File: config.mk
export PLATFORM = sky130hd
export DESIGN_NAME = store_buffer
export DESIGN_NICKNAME = d
export VERILOG_FILES = /design/src/rtl/store_buf_pkg.sv /design/src/rtl/store_buf_match.sv /design/src/rtl/store_buffer.sv
export SDC_FILE = /design/constraint.sdc
export NUM_CORES = 1
export LEC_CHECK = 0
export BUFFER_PORTS_ARGS = -buffer_cell sky130_fd_sc_hd__buf_2
export CAP_MARGIN = 0
export CORE_MARGIN = 5
export CORE_UTILIZATION = 40
export DETAILED_ROUTE_END_ITERATION = 10
export GPL_ROUTABILITY_DRIVEN = 0
export GPL_TIMING_DRIVEN = 0
export PLACE_DENSITY = 0.67
export SLEW_MARGIN = 20
export SYNTH_ARGS = -nofsm -noshare
export SYNTH_HDL_FRONTEND = slang
export SYNTH_HIERARCHICAL = 1
export SYNTH_SLANG_ARGS = --single-unit
File: constraint.sdc
create_clock -name clk -period 5.3 [get_ports clk]
set_input_delay 0 -clock clk [delete_from_list [all_inputs] [get_ports clk]]
set_output_delay 0 -clock clk [all_outputs]
set_load 0.01 [all_outputs]
File: src/rtl/store_buf_pkg.sv
// Shared types and constants for the write-posting store buffer.
// Latency: n/a (package only).
// Backpressure: n/a (package only).
//
// Contents: default geometry, the word-address slice (the low two byte-offset
// bits are ignored when comparing addresses) and the buffered entry layout.
package store_buf_pkg;

    localparam int SB_DEPTH    = 4;
    localparam int SB_ADDR_W   = 32;
    localparam int SB_DATA_W   = 32;

    // Byte-offset bits dropped when two addresses are compared as words.
    localparam int SB_WORD_LSB = 2;

    // One buffered store, at the default widths.
    typedef struct packed {
        logic [SB_ADDR_W-1:0] addr;
        logic [SB_DATA_W-1:0] data;
    } sb_entry_t;

endpackage

File: src/rtl/store_buf_match.sv
// Youngest-match finder over the valid window [head, head+count) of the store FIFO.
// Latency: purely combinational, 0 cycles.
// Backpressure: none; evaluated every cycle.
//
// Ports:
//   ent_word  word address (addr[ADDR_W-1:2]) of every FIFO slot
//   head      index of the oldest valid entry
//   count     number of valid entries
//   ld_word   word address of the current load
//   hit       some valid entry matches ld_word
//   hit_idx   slot index of the youngest matching entry (0 when no hit)
module store_buf_match
    import store_buf_pkg::*;
#(
    parameter int DEPTH  = SB_DEPTH,
    parameter int WORD_W = SB_ADDR_W - SB_WORD_LSB,
    localparam int PTR_W = $clog2(DEPTH),
    localparam int CNT_W = $clog2(DEPTH + 1)
) (
    input  logic [WORD_W-1:0] ent_word [DEPTH],
    input  logic [PTR_W-1:0]  head,
    input  logic [CNT_W-1:0]  count,
    input  logic [WORD_W-1:0] ld_word,
    output logic              hit,
    output logic [PTR_W-1:0]  hit_idx
);

    // Walk the window oldest-to-youngest; a later match overwrites an earlier
    // one, so the result ends up pointing at the entry closest to tail.
    // DEPTH is a power of two, so the PTR_W-bit add wraps the index for free.
    always_comb begin
        logic [PTR_W-1:0] idx;
        hit     = 1'b0;
        hit_idx = '0;
        idx     = '0;
        for (int i = 0; i < DEPTH; i++) begin
            idx = head + PTR_W'(i);
            if ((CNT_W'(i) < count) && (ent_word[idx] == ld_word)) begin
                hit     = 1'b1;
                hit_idx = idx;
            end
        end
    end

endmodule

File: src/rtl/store_buffer.sv
// Write-posting store buffer between the MEM stage and the single data-memory port.
// Latency: loads 0 cycles (combinational); a store is written at the earliest in the cycle after it is accepted.
// Backpressure: st_ready = (count < DEPTH) from registered state; loads always win the port, so drains may starve.
//
// Ports:
//   clk, rst_n                 clock; synchronous active-low reset
//   st_valid/st_addr/st_data   store from the pipeline, taken when st_ready is high
//   st_ready                   buffer has a free slot
//   ld_req/ld_addr             load from the pipeline
//   ld_data                    load result in the same cycle (0 when no load)
//   ld_stall                   load must be held this cycle
//   empty                      no buffered stores (fence/syscall logic)
//   mem_*                      single shared data-memory port, combinational read
//
// Build option STORE_BUF_FWD_EN:
//   defined   - a load hitting a buffered store gets the youngest store's data; ld_stall is 0.
//   undefined - a load hitting a buffered store stalls while the buffer drains;
//               the load completes once no entry matches, reading memory.
module store_buffer
    import store_buf_pkg::*;
#(
    parameter int DEPTH  = SB_DEPTH,
    parameter int ADDR_W = SB_ADDR_W,
    parameter int DATA_W = SB_DATA_W
) (
    input  logic              clk,
    input  logic              rst_n,
    input  logic              st_valid,
    input  logic [ADDR_W-1:0] st_addr,
    input  logic [DATA_W-1:0] st_data,
    output logic              st_ready,
    input  logic              ld_req,
    input  logic [ADDR_W-1:0] ld_addr,
    output logic [DATA_W-1:0] ld_data,
    output logic              ld_stall,
    output logic              empty,
    output logic [ADDR_W-1:0] mem_access_addr,
    output logic [DATA_W-1:0] mem_write_data,
    output logic              mem_write_en,
    output logic              mem_read,
    input  logic [DATA_W-1:0] mem_read_data
);

    localparam int PTR_W  = $clog2(DEPTH);
    localparam int CNT_W  = $clog2(DEPTH + 1);
    localparam int WORD_W = ADDR_W - SB_WORD_LSB;

    // ------------------------------------------------------------------
    // FIFO storage and pointers
    // ------------------------------------------------------------------
    logic [ADDR_W-1:0] ent_addr [DEPTH];
    logic [DATA_W-1:0] ent_data [DEPTH];
    logic [WORD_W-1:0] ent_word [DEPTH];
    logic [PTR_W-1:0]  head;
    logic [PTR_W-1:0]  tail;
    logic [CNT_W-1:0]  count;

    logic push;
    logic drain;
    logic load_own;
    logic hit;
    logic [PTR_W-1:0]  hit_idx;
    logic [DATA_W-1:0] ld_data_sel;

    for (genvar g = 0; g < DEPTH; g++) begin : g_word
        assign ent_word[g] = ent_addr[g][ADDR_W-1:SB_WORD_LSB];
    end

    // Only registered entries are searched, so a store pushed this cycle is
    // invisible to a load in the same cycle.
    store_buf_match #(
        .DEPTH  (DEPTH),
        .WORD_W (WORD_W)
    ) u_match (
        .ent_word (ent_word),
        .head     (head),
        .count    (count),
        .ld_word  (ld_addr[ADDR_W-1:SB_WORD_LSB]),
        .hit      (hit),
        .hit_idx  (hit_idx)
    );

    // ------------------------------------------------------------------
    // Forwarding or stall-on-hit
    // ------------------------------------------------------------------
`ifdef STORE_BUF_FWD_EN
    assign ld_stall    = 1'b0;
    assign ld_data_sel = hit ? ent_data[hit_idx] : mem_read_data;
`else
    // Stalled loads give the port to the drain, which pops in FIFO order
    // until the last matching entry has reached memory.
    logic unused_hit_idx;
    assign unused_hit_idx = ^hit_idx;
    assign ld_stall       = rst_n && ld_req && hit;
    assign ld_data_sel    = mem_read_data;
`endif

    // ------------------------------------------------------------------
    // Handshakes and port arbitration
    // ------------------------------------------------------------------
    // st_ready looks only at registered count: a full buffer refuses a store
    // even in a cycle where it also drains.
    assign st_ready = rst_n && (count < CNT_W'(DEPTH));
    assign empty    = !rst_n || (count == '0);
    assign ld_data  = (rst_n && ld_req) ? ld_data_sel : '0;

    assign push     = st_valid && st_ready;
    assign load_own = rst_n && ld_req && !ld_stall;
    assign drain    = rst_n && !load_own && (count != '0);

    always_comb begin
        mem_access_addr = '0;
        mem_write_data  = '0;
        mem_write_en    = 1'b0;
        mem_read        = 1'b0;
        if (load_own) begin
            mem_read        = 1'b1;
            mem_access_addr = ld_addr;
        end else if (drain) begin
            mem_write_en    = 1'b1;
            mem_access_addr = ent_addr[head];
            mem_write_data  = ent_data[head];
        end
    end

    // ------------------------------------------------------------------
    // State update
    // ------------------------------------------------------------------
    always_ff @(posedge clk) begin
        if (!rst_n) begin
            head  <= '0;
            tail  <= '0;
            count <= '0;
        end else begin
            if (push) begin
                tail <= tail + PTR_W'(1);
            end
            if (drain) begin
                head <= head + PTR_W'(1);
            end
            case ({push, drain})
                2'b10:   count <= count + CNT_W'(1);
                2'b01:   count <= count - CNT_W'(1);
                default: count <= count;
            endcase
        end
    end

    // Slot contents need no reset: count alone decides which slots are live,
    // and push is held low while rst_n is low.
    always_ff @(posedge clk) begin
        if (push) begin
            ent_addr[tail] <= st_addr;
            ent_data[tail] <= st_data;
        end
    end

endmodule

# Yosys cells after proc, flatten, opt, wreduce, memory -nomap -nowiden
# Memory sizes are Yosys's and may differ from the RTL's. A register that Yosys moved wholly into a read port is not among the register bits.
# Index checks and enable logic that the tools add are counted.
dict set report word_totals {
  latch_bits 0
  ramBits 256
  wordCells 79
  mem_count 2
  ff_bits 7
  romBits 0
  inputBits 132
}
# memory words width read_ports rd_clocked_by_memory_dff write_ports line_no
set mem_list {}
lappend mem_list {ent_addr 4 32 5 1 1 store_buffer.sv:51} ;# logic [ADDR_W-1:0] ent_addr [DEPTH];
lappend mem_list {ent_data 4 32 1 1 1 store_buffer.sv:52} ;# logic [DATA_W-1:0] ent_data [DEPTH];
dict set report classes {
  mul 0
  n_bitwise 4
  mux 31
  div_mod_pow 0
  n_eq_ne 6
  n_addsub 6
  n_reduce_logical 18
  shift 0
  order_cmp 9
}
# op count
set op_table {}
lappend op_table {{binary-select mux 30 bit (select 2 bit)} 4}
lappend op_table {{2-to-1 mux 30 bit} 8}
lappend op_table {{2-to-1 mux 32 bit} 5}
lappend op_table {{== test 30 bit} 4}
lappend op_table {{greater-or-equal comparator 3 bit, second input constant} 4}
lappend op_table {{inverter 2 -> 3 bit} 4}
lappend op_table {{logical AND 1 bit} 11}
lappend op_table {{2-to-1 mux 1 bit} 9}
lappend op_table {{2-to-1 mux 2 bit} 4}
lappend op_table {{less-than comparator 1 x 3 -> 1 bit, first input constant} 2}
lappend op_table {{less-than comparator 2 x 3 -> 1 bit, first input constant} 2}
lappend op_table {{case mux 3 bit (2 select lines)} 1}
lappend op_table {{adder 2 x 1 -> 2 bit, second input constant} 2}
lappend op_table {{adder 2 bit, second input constant} 2}
lappend op_table {{adder 3 x 1 -> 3 bit, second input constant} 1}
lappend op_table {{zero test 1 bit} 3}
lappend op_table {{zero test 3 bit} 1}
lappend op_table {{less-than comparator 3 bit, second input constant} 1}
lappend op_table {{nonzero test 3 bit} 1}
lappend op_table {{subtractor 3 x 1 -> 3 bit, second input constant} 1}
lappend op_table {{== test 2 x 1 -> 1 bit, second input constant} 1}
lappend op_table {{== test 2 bit, second input constant} 1}
lappend op_table {{nonzero test 2 bit} 1}
lappend op_table {{logical OR 1 bit} 1}

# Depth between registers and ports, before layout
# Gate-level depths: netlist of the first run.
dict set report depth {
  word_depth 18
  ltp_mapped 20
}

# Hierarchy
# Netlist of the first run, hierarchy kept.
# mod cells_each area_each_um2 instances seq_area_each_um2
set modules_own_cells {}
lappend modules_own_cells {store_buffer 507 10595.2 1 7867.5}
lappend modules_own_cells {store_buf_match 479 4692.0 1 0.0}

# Worst setup path after synthesis of the first run
# Ideal clock, no wire load.
dict set report synth_timing {
  path_kind {register -> register}
  start {register head[0]}
  end {register count[2]}
  path_buffers 3
  setup_slack_ns 1.177
  setup_ns 0.076
  stages_incl_launch_ff 19
  arrival_ns 4.047
  cell_sequence {dfxtp_1 buf_6 buf_2 mux4_2 xor2_1 nor4_1 nand2_1 a2111oi_2 o21bai_1 or3b_2 inv_1 a21oi_4 buf_4 ha_1 inv_1 fa_1 xor2_1 or3_1 a21boi_0}
}
dict set report synth_between {
  elab_chain_len 18
}
# item line_no
set synth_rtl {}
lappend synth_rtl {{from (decl)} store_buffer.sv:54} ;# logic [PTR_W-1:0] head;
lappend synth_rtl {{from (signal assigned)} store_buffer.sv:139} ;# head <= head + PTR_W'(1);
lappend synth_rtl {{adder 2 x 1 -> 2 bit / inverter 2 -> 3 bit (equally long branches)} {store_buf_match.sv:37, store_buf_match.sv:38}}
lappend synth_rtl {{inverter 2 -> 3 bit (not written as such) / binary-select mux 30 bit (select 2 bit) (equally long branches)} store_buf_match.sv:38} ;# if ((CNT_W'(i) < count) && (ent_word[idx] == ld_word)) begin
lappend synth_rtl {{binary-select mux 30 bit (select 2 bit) / 2-to-1 mux 30 bit (equally long branches)} store_buf_match.sv:38}
lappend synth_rtl {{2-to-1 mux 30 bit (not written as such)} store_buf_match.sv:38}
lappend synth_rtl {{2-to-1 mux 30 bit (not written as such) / == test 30 bit (equally long branches)} store_buf_match.sv:38}
lappend synth_rtl {{== test 30 bit / logical AND 1 bit (equally long branches)} store_buf_match.sv:38}
lappend synth_rtl {{logical AND 1 bit / 2-to-1 mux 1 bit (equally long branches)} store_buf_match.sv:38}
lappend synth_rtl {{2-to-1 mux 1 bit (2 in a row)} store_buf_match.sv:38}
lappend synth_rtl {{[... 1 more ...]} --}
lappend synth_rtl {{named net hit} store_buffer.sv:61} ;# logic hit;
lappend synth_rtl {{logical AND 1 bit *} store_buffer.sv:94} ;# assign ld_stall = rst_n && ld_req && hit;
lappend synth_rtl {{zero test 1 bit *} store_buffer.sv:108} ;# assign load_own = rst_n && ld_req && !ld_stall;
lappend synth_rtl {{logical AND 1 bit *} store_buffer.sv:108}
lappend synth_rtl {{zero test 1 bit *} store_buffer.sv:109} ;# assign drain = rst_n && !load_own && (count != '0);
lappend synth_rtl {{logical AND 1 bit * (2 in a row)} store_buffer.sv:109}
lappend synth_rtl {{named net drain} store_buffer.sv:59} ;# logic drain;
lappend synth_rtl {{== test 2 x 1 -> 1 bit / == test 2 bit (equally long branches)} store_buffer.sv:141} ;# case ({push, drain})
lappend synth_rtl {{case mux 3 bit (2 select lines) / nonzero test 2 bit (equally long branches)} --}
lappend synth_rtl {{to (signal assigned)} store_buffer.sv:142} ;# 2'b10: count <= count + CNT_W'(1);
lappend synth_rtl {{to (signal assigned)} store_buffer.sv:143} ;# 2'b01: count <= count - CNT_W'(1);
lappend synth_rtl {{to (signal assigned)} store_buffer.sv:144} ;# default: count <= count;
lappend synth_rtl {{to (decl)} store_buffer.sv:56} ;# logic [CNT_W-1:0] count;
# Mark *: on every way through the listed nets, which the timed path passes. The rest lies on a longest branch. The select of a mux whose other input is x is not followed.
# A chain may end at the register's enable or synchronous reset.

# Worst setup path in the final report of the first run
dict set report layout_timing {
  start {register head[1]}
  end {output port mem_access_addr[12]}
}
dict set report layout_between {
  elab_chain_len 18
}
# item line_no
set layout_rtl {}
lappend layout_rtl {{adder 2 x 1 -> 2 bit / inverter 2 -> 3 bit (equally long branches)} {store_buf_match.sv:37, store_buf_match.sv:38}}
lappend layout_rtl {{inverter 2 -> 3 bit (not written as such) / binary-select mux 30 bit (select 2 bit) (equally long branches)} store_buf_match.sv:38}
lappend layout_rtl {{binary-select mux 30 bit (select 2 bit) / 2-to-1 mux 30 bit (equally long branches)} store_buf_match.sv:38}
lappend layout_rtl {{2-to-1 mux 30 bit (not written as such)} store_buf_match.sv:38}
lappend layout_rtl {{2-to-1 mux 30 bit (not written as such) / == test 30 bit (equally long branches)} store_buf_match.sv:38}
lappend layout_rtl {{== test 30 bit / logical AND 1 bit (equally long branches)} store_buf_match.sv:38}
lappend layout_rtl {{logical AND 1 bit / 2-to-1 mux 1 bit (equally long branches)} store_buf_match.sv:38}
lappend layout_rtl {{2-to-1 mux 1 bit (2 in a row)} store_buf_match.sv:38}
lappend layout_rtl {{2-to-1 mux 1 bit *} store_buf_match.sv:38}
lappend layout_rtl {{named net hit} store_buffer.sv:61}
lappend layout_rtl {{logical AND 1 bit *} store_buffer.sv:94}
lappend layout_rtl {{zero test 1 bit *} store_buffer.sv:108}
lappend layout_rtl {{logical AND 1 bit *} store_buffer.sv:108}
lappend layout_rtl {{zero test 1 bit} store_buffer.sv:109}
lappend layout_rtl {{logical AND 1 bit (2 in a row)} store_buffer.sv:109}
lappend layout_rtl {{2-to-1 mux 32 bit} store_buffer.sv:119} ;# end else if (drain) begin
lappend layout_rtl {{2-to-1 mux 32 bit *} store_buffer.sv:116} ;# if (load_own) begin
lappend layout_rtl {{to (decl)} store_buffer.sv:37} ;# output logic [ADDR_W-1:0] mem_access_addr,
# Marked as above.

==> metrics.txt, run 1 <==
# TYPE chip_impl_metric gauge
chip_impl_metric{name="fin_ws",unit="ns"} 0.152
chip_impl_metric{name="timing.critical_path.arrival",unit="ns"} 5.15
chip_impl_metric{name="peakVddDrop",unit="V"} 0.000309
chip_impl_metric{name="vias_per_cell",unit=""} 5.91
chip_impl_metric{name="report.final.slew_viol_count",unit=""} 0
chip_impl_metric{name="grt_first_pass_wirelength",unit="um"} 71800
chip_impl_metric{name="met2RoutedLength",unit="um"} 23500
chip_impl_metric{name="grt_max_degree",unit=""} 37
chip_impl_metric{name="detailedPlace.worstSlack",unit="ns"} 0.165
chip_impl_metric{name="postLayoutCoreUtil",unit="%"} 50.1
chip_impl_metric{name="finish.instance_area",unit="um2"} 18800
chip_impl_metric{name="worst-path-max-fanout",unit=""} 10
chip_impl_metric{name="number_of_antenna_violations_at_the_first_check_in_global_routing",unit=""} 4
chip_impl_metric{name="cts_num_sinks",unit=""} 265
chip_impl_metric{name="avgSynthCellArea",unit="um2"} 15.6
chip_impl_metric{name="synth_area",unit="um2"} 15200
chip_impl_metric{name="x_dimension_of_the_die",unit="um"} 205
chip_impl_metric{name="max_h_tree_level",unit=""} 1
chip_impl_metric{name="cellLeakagePower",unit="uW"} 0.00667
chip_impl_metric{name="clkTransAtPathRegs",unit="ns"} 0.06
chip_impl_metric{name="drive_gt1_share",unit="%"} 36.0
chip_impl_metric{name="floorplan.initialDensity",unit="%"} 40.4
chip_impl_metric{name="all_layer_gr_usage",unit="%"} 22.7
chip_impl_metric{name="multi_input_comb_area",unit="um2"} 6700
chip_impl_metric{name="detailroute.wirelength.met3",unit="um"} 4090
chip_impl_metric{name="cellPowerDensity",unit="nW/um2"} 302
chip_impl_metric{name="detail_route.wirelength.met1",unit="um"} 18800
chip_impl_metric{name="grt_pass1_vias",unit=""} 11100
chip_impl_metric{name="grt_remaining_overflow",unit=""} 0
chip_impl_metric{name="buffer_ports.inserted",unit=""} 231
chip_impl_info{name="hold_path_startpoint",value="st_valid"} 1
chip_impl_metric{name="firstDrtPassIters",unit=""} 6
chip_impl_metric{name="required",unit="ns"} 5.30
chip_impl_metric{name="drv.max_cap_violation_count",unit=""} 0
chip_impl_metric{name="synthesis.yosys.warnings",unit=""} 6
chip_impl_metric{name="place_area",unit="um2"} 17100
chip_impl_metric{name="route.final.wire_length",unit="um"} 48700
chip_impl_metric{name="fill_cells",unit=""} 3242
chip_impl_metric{name="timing.clock.skew",unit="ns"} 0.00917
chip_impl_metric{name="area_growth",unit="%"} 23.9
chip_impl_metric{name="syn_inst",unit=""} 972
chip_impl_metric{name="setup-violations-final",unit=""} 0
chip_impl_info{name="worst-setup-path-type",value="reg -> out"} 1
chip_impl_metric{name="count_of_endpoints_failing_hold_in_the_final_timing_report",unit=""} 0
chip_impl_metric{name="net_count_synth",unit=""} 1110
chip_impl_metric{name="drt.antenna.violating_nets",unit=""} 0
chip_impl_info{name="clockRootBuffer",value="clkbuf_16"} 1
chip_impl_info{name="highest_metal_layer_with_signal_wires",value="met5"} 1
chip_impl_info{name="rsz0062_at_grt",value="false"} 1
chip_impl_metric{name="fin_setup_tns",unit="ns"} 0
chip_impl_metric{name="fin_crit_sh",unit="%"} 97.1
chip_impl_metric{name="worst_skew_pair.late_latency",unit="ns"} 0.59
chip_impl_metric{name="drt_iter0_markers",unit=""} 1252
chip_impl_info{name="worstSetupStartpointType",value="flop"} 1
chip_impl_info{name="cp_startpoint",value="head[1]"} 1
chip_impl_info{name="worst_hold_path_type",value="in -> reg"} 1
chip_impl_info{name="crit-reg2reg-launch",value="head[1]"} 1
chip_impl_metric{name="fp.dieArea",unit="um2"} 42000
chip_impl_metric{name="dp_hpwl",unit="um"} 35100
chip_impl_metric{name="final_net_count",unit=""} 1442
chip_impl_info{name="endpoint_kind",value="output pin"} 1
chip_impl_metric{name="rows",unit=""} 71
chip_impl_metric{name="routed-via-count",unit=""} 10900
chip_impl_info{name="mostFrequentLayoutCell",value="edfxtp_1"} 1
chip_impl_metric{name="routed_wire_length_per_instance",unit="um"} 26.4
chip_impl_metric{name="die_height",unit="um"} 205
chip_impl_metric{name="finalWorstPathRequiredPeriod",unit="ns"} 5.15
chip_impl_metric{name="ff_latch_area",unit="um2"} 7870
chip_impl_metric{name="worstMarginPinSlew",unit="ns"} 0.784
chip_impl_metric{name="fp.coreArea",unit="um2"} 37600
chip_impl_metric{name="clock.fmax",unit="MHz"} 194
chip_impl_metric{name="clk_path_buf_depth",unit=""} 3
chip_impl_info{name="most-common-layout-cells",value="256 x edfxtp_1, 249 x buf_2, 119 x mux4_2, 91 x mux2i_1, 66 x xnor2_1"} 1
chip_impl_metric{name="post-route-drc-count",unit=""} 0
chip_impl_info{name="tritoncts",value="done"} 1
chip_impl_metric{name="slew-limit-headroom",unit="%"} 47.5
chip_impl_metric{name="placedCellCount",unit=""} 1718
chip_impl_metric{name="tritoncts_buffers",unit=""} 30
chip_impl_metric{name="layout.cells.non_filler",unit=""} 1840
chip_impl_info{name="status",value="complete, no violations"} 1
chip_impl_metric{name="ioPinCount",unit=""} 233
==> sequential cells by signal, summed over array words and instances (netlist names), named ones only <==
name	cells
count	3
ent_addr	128
ent_data	128
head	2
tail	2
==> per-stage QoR <==
| stage | total power, uW | hold slack, ns |
|---|---|---|
| 3_5_place_dp | 3520 | 0.220 |
| 2_1_floorplan | 3150 | 0.0989 |
| 6_report | 5690 | 0.0381 |
| 5_1_grt | 5890 | 0.0852 |
| 3_3_place_gp | 3510 | 0.211 |
| 4_1_cts | 5730 | 0.0299 |
==> worst paths after layout <==
path / depth (start not counted) / endpoint / slack, ns
max: 15 / mem_access_addr[12] / 0.15
min: 5 / tail[1] / 0.04
max reg2reg: 18 / count[2] / 0.28
min reg2reg: 2 / tail[1] / 0.50
==> timing repair <==
item	4_1_cts	5_1_grt
endpoints found under the hold margin	259	0
hold buffers	65	0
buffers inserted	0	0
endpoints found under the setup margin	0	2
resized for setup	0	7
==> report_power, final <==
part | internal, uW | switching (uW) | total [uW]
Sequential | 2360 | 41.6 | 2410
Clock | 1290 | 879 | 2170
Combinational | 530 | 591 | 1120
==> area by class of cell <==
cell class                      instances  area share, %
Sequential cell                       265           41.8
Clock inverter                         25           1.53
Tap cell                              511           3.40
Buffer                                 88           3.26
Timing Repair Buffer                  300           10.1
Clock buffer                           31           4.01
Antenna cell                            1         0.0133
Multi-Input combinational cell        606           35.6
Inverter                               13          0.259
==> worst max-delay path, cell delays in order (launching register included) <==
cell and delay, ns:
dfxtp_1 0.36, buf_6 0.14, buf_6 0.20, buf_4 0.27
buf_2 0.43, mux2i_1 0.43, nand2_1 0.11, o211ai_1 0.11
nor4_1 0.06, o2111ai_1 0.26, o21bai_1 0.12, or3b_2 0.53
nor2_1 0.64, buf_2 0.46, a22o_1 0.26, buf_2 0.15
==> metal layers <==
layer	GRT usage (%)	vias up
met1	29.7	5491
li1	-	4660
met2	37.1	554
met5	0	-
met4	8.71	6
met3	4.97	156
No activity file was read; power rests on OpenSTA's default activity.
==> run 2, diff against run 1 <==
Clock period 5.3 ns to 5.6 ns, I/O delays scaled along.
==> run 2 against run 1 <==
Cell area fell by 0.13%. Sequential share of layout area is essentially flat. Die area is the same. Total power fell by 5.4%. Clock power down 6%. Via count is 0.17% higher. First-iteration DRC count rose by 5.4%. Critical path depth up 4. Cell count unchanged. Largest power group unchanged.
==> metrics.txt, run 2 (same netlist as run 1, synthesis figures left out) <==
# TYPE chip_impl_metric gauge
chip_impl_metric{name="finalHoldWorstSlack",unit="ns"} 0.0356
chip_impl_metric{name="rows",unit=""} 71
chip_impl_metric{name="grt_first_pass_wirelength",unit="um"} 71800
chip_impl_info{name="worstSetupStartpointType",value="flop"} 1
chip_impl_info{name="status",value="complete, no violations"} 1
chip_impl_metric{name="all_layer_gr_usage",unit="%"} 22.7
chip_impl_metric{name="worst-path-max-fanout",unit=""} 10
chip_impl_metric{name="firstDrtPassIters",unit=""} 7
chip_impl_info{name="most-common-layout-cells",value="256 x edfxtp_1, 251 x buf_2, 119 x mux4_2, 92 x mux2i_1, 66 x xnor2_1"} 1
chip_impl_info{name="hold_path_startpoint",value="st_valid"} 1
chip_impl_metric{name="worst_skew_pair.late_latency",unit="ns"} 0.59
chip_impl_metric{name="vias_per_cell",unit=""} 5.92
chip_impl_metric{name="fp.dieArea",unit="um2"} 42000
chip_impl_metric{name="fin_crit_sh",unit="%"} 93.9
chip_impl_info{name="worst_hold_path_type",value="in -> reg"} 1
chip_impl_metric{name="drt_iter0_markers",unit=""} 1319
chip_impl_metric{name="timing.critical_path.arrival",unit="ns"} 5.77
chip_impl_metric{name="reg2reg_slack",unit="ns"} 0.34
chip_impl_metric{name="drive_gt1_share",unit="%"} 35.7
chip_impl_metric{name="number_of_antenna_violations_at_the_first_check_in_global_routing",unit=""} 4
chip_impl_metric{name="cts_num_sinks",unit=""} 265
chip_impl_metric{name="required",unit="ns"} 6.11
chip_impl_info{name="critical_path.reg2reg.endpoint",value="count[2]"} 1
chip_impl_info{name="reg_top3",value="ent_addr: 128 flops, ent_data: 128 flops, count: 3 flops"} 1
chip_impl_info{name="clockRootBuffer",value="clkbuf_16"} 1
chip_impl_metric{name="count_of_endpoints_failing_hold_in_the_final_timing_report",unit=""} 0
chip_impl_info{name="mostFrequentLayoutCell",value="edfxtp_1"} 1
chip_impl_metric{name="timing.reg2reg.worst_path_depth",unit=""} 19
chip_impl_metric{name="max_h_tree_level",unit=""} 1
chip_impl_info{name="endpoint_kind",value="flop"} 1
chip_impl_metric{name="dp_hpwl",unit="um"} 35100
chip_impl_metric{name="timing.clock.skew",unit="ns"} 0.0126
chip_impl_metric{name="report.final.slew_viol_count",unit=""} 0
chip_impl_metric{name="routed_wire_length_per_instance",unit="um"} 26.5
chip_impl_metric{name="setup-violations-final",unit=""} 0
chip_impl_info{name="cp_startpoint",value="head[0]"} 1
chip_impl_metric{name="drt.antenna.violating_nets",unit=""} 0
chip_impl_metric{name="post-route-drc-count",unit=""} 0
chip_impl_metric{name="routed-via-count",unit=""} 10900
chip_impl_metric{name="final_net_count",unit=""} 1442
chip_impl_metric{name="route.final.wire_length",unit="um"} 48700
chip_impl_info{name="hold_end",value="tail[1]"} 1
chip_impl_metric{name="x_dimension_of_the_die",unit="um"} 205
chip_impl_info{name="rsz0062_at_grt",value="false"} 1
chip_impl_metric{name="grt_pass1_vias",unit=""} 11100
chip_impl_metric{name="grt_remaining_overflow",unit=""} 0
chip_impl_metric{name="clock.fmax",unit="MHz"} 190
chip_impl_metric{name="buffer_ports.inserted",unit=""} 231
chip_impl_metric{name="worstMarginPinSlew",unit="ns"} 0.772
chip_impl_info{name="crit-reg2reg-launch",value="head[0]"} 1
chip_impl_metric{name="clk_path_buf_depth",unit=""} 3
chip_impl_metric{name="grt_max_degree",unit=""} 37
chip_impl_metric{name="peakVddDrop",unit="V"} 0.000293
chip_impl_metric{name="slew-limit-headroom",unit="%"} 48.3
chip_impl_metric{name="worstHoldPathCells",unit=""} 5
chip_impl_info{name="worst-setup-path-type",value="reg -> reg"} 1
chip_impl_metric{name="ctsResizeCount",unit=""} 0
chip_impl_metric{name="fp.coreArea",unit="um2"} 37600
chip_impl_metric{name="finalWorstPathRequiredPeriod",unit="ns"} 5.26
chip_impl_metric{name="floorplan.initialDensity",unit="%"} 40.4
chip_impl_info{name="tritoncts",value="done"} 1
chip_impl_metric{name="tritoncts_buffers",unit=""} 30
chip_impl_metric{name="drv.max_cap_violation_count",unit=""} 0
chip_impl_metric{name="area_growth",unit="%"} 23.7
chip_impl_metric{name="ioPinCount",unit=""} 233
chip_impl_metric{name="fin_setup_tns",unit="ns"} 0
chip_impl_metric{name="die_height",unit="um"} 205
chip_impl_metric{name="cellPowerDensity",unit="nW/um2"} 286
chip_impl_metric{name="fill_cells",unit=""} 3244
chip_impl_metric{name="cellLeakagePower",unit="uW"} 0.00667
chip_impl_metric{name="clkTransAtPathRegs",unit="ns"} 0.06
## run 2: stage by stage
stage / cell area [um2] / total power (uW) / utilization, % / cells / setup WS [ns]
6_report: 18800 / 5390 / 50.0 / 1840 / 0.341
5_1_grt: 18800 / 5570 / 50.0 / 1840 / 0.0203
4_1_cts: 18800 / 5420 / 50.0 / 1839 / 0.380
3_5_place_dp: 17100 / 3330 / 45.5 / 1718 / 0.465
3_3_place_gp: 17000 / 3320 / 45.2 / 1714 / 0.563
2_1_floorplan: 15200 / 2980 / - / 972 / 1.55
## run 2: worst max-delay path by stage
stage,end,slack (ns),cells after the start
global placement,count[2],0.56,18
global route,count[2],0.02,18
finish,count[2],0.34,19
CTS,count[2],0.38,18
floorplan,count[2],1.55,18
detailed placement,count[2],0.47,18
## run 2: layer usage
metal | global-route usage [%] | wire, um | up-vias
li1 | - | - | 4655
met1 | 29.7 | 18900 | 5498
met2 | 37.1 | 23400 | 559
met3 | 4.97 | 3990 | 167
met4 | 8.71 | 2380 | 6
met5 | 0 | 39 | -
## run 2: critical path, cell delays in order (launching register included)
cell and delay [ns]:
dfxtp_1 0.55, buf_6 0.24, buf_8 0.19, buf_6 0.23
buf_4 0.23, buf_2 0.31, nor2_1 0.09, a2111oi_0 0.62
o2111ai_1 0.25, o21bai_1 0.19, or3b_2 0.21, inv_1 0.11
a21oi_4 0.29, buf_4 0.30, ha_1 0.23, inv_1 0.06
fa_1 0.38, xor2_1 0.17, or3_1 0.30, a21boi_0 0.17
## run 2: where the power goes
group          switching, uW  internal (uW)  leakage (uW)
Clock                    834           1220      0.000511
Combinational            559            500       0.00376
Sequential              39.0           2240       0.00240
Total                   1430           3960       0.00667
## run 2: cell type report
cell class	instances	area (um2)	area share (%)
diodes	1	2.50	0.0133
multi-input cells	606	6690	35.6
clock inverters	25	289	1.54
repair buffers	300	1910	10.2
inverters	13	48.8	0.259
well taps	511	639	3.40
clock buffers	31	754	4.01
plain buffers	88	604	3.21
flip-flops and latches	265	7870	41.8
## run 2: repair_timing
item                                   4_1_cts  5_1_grt
endpoints found under the hold margin      259        0
hold buffers                                65        0
buffers inserted                             0        0
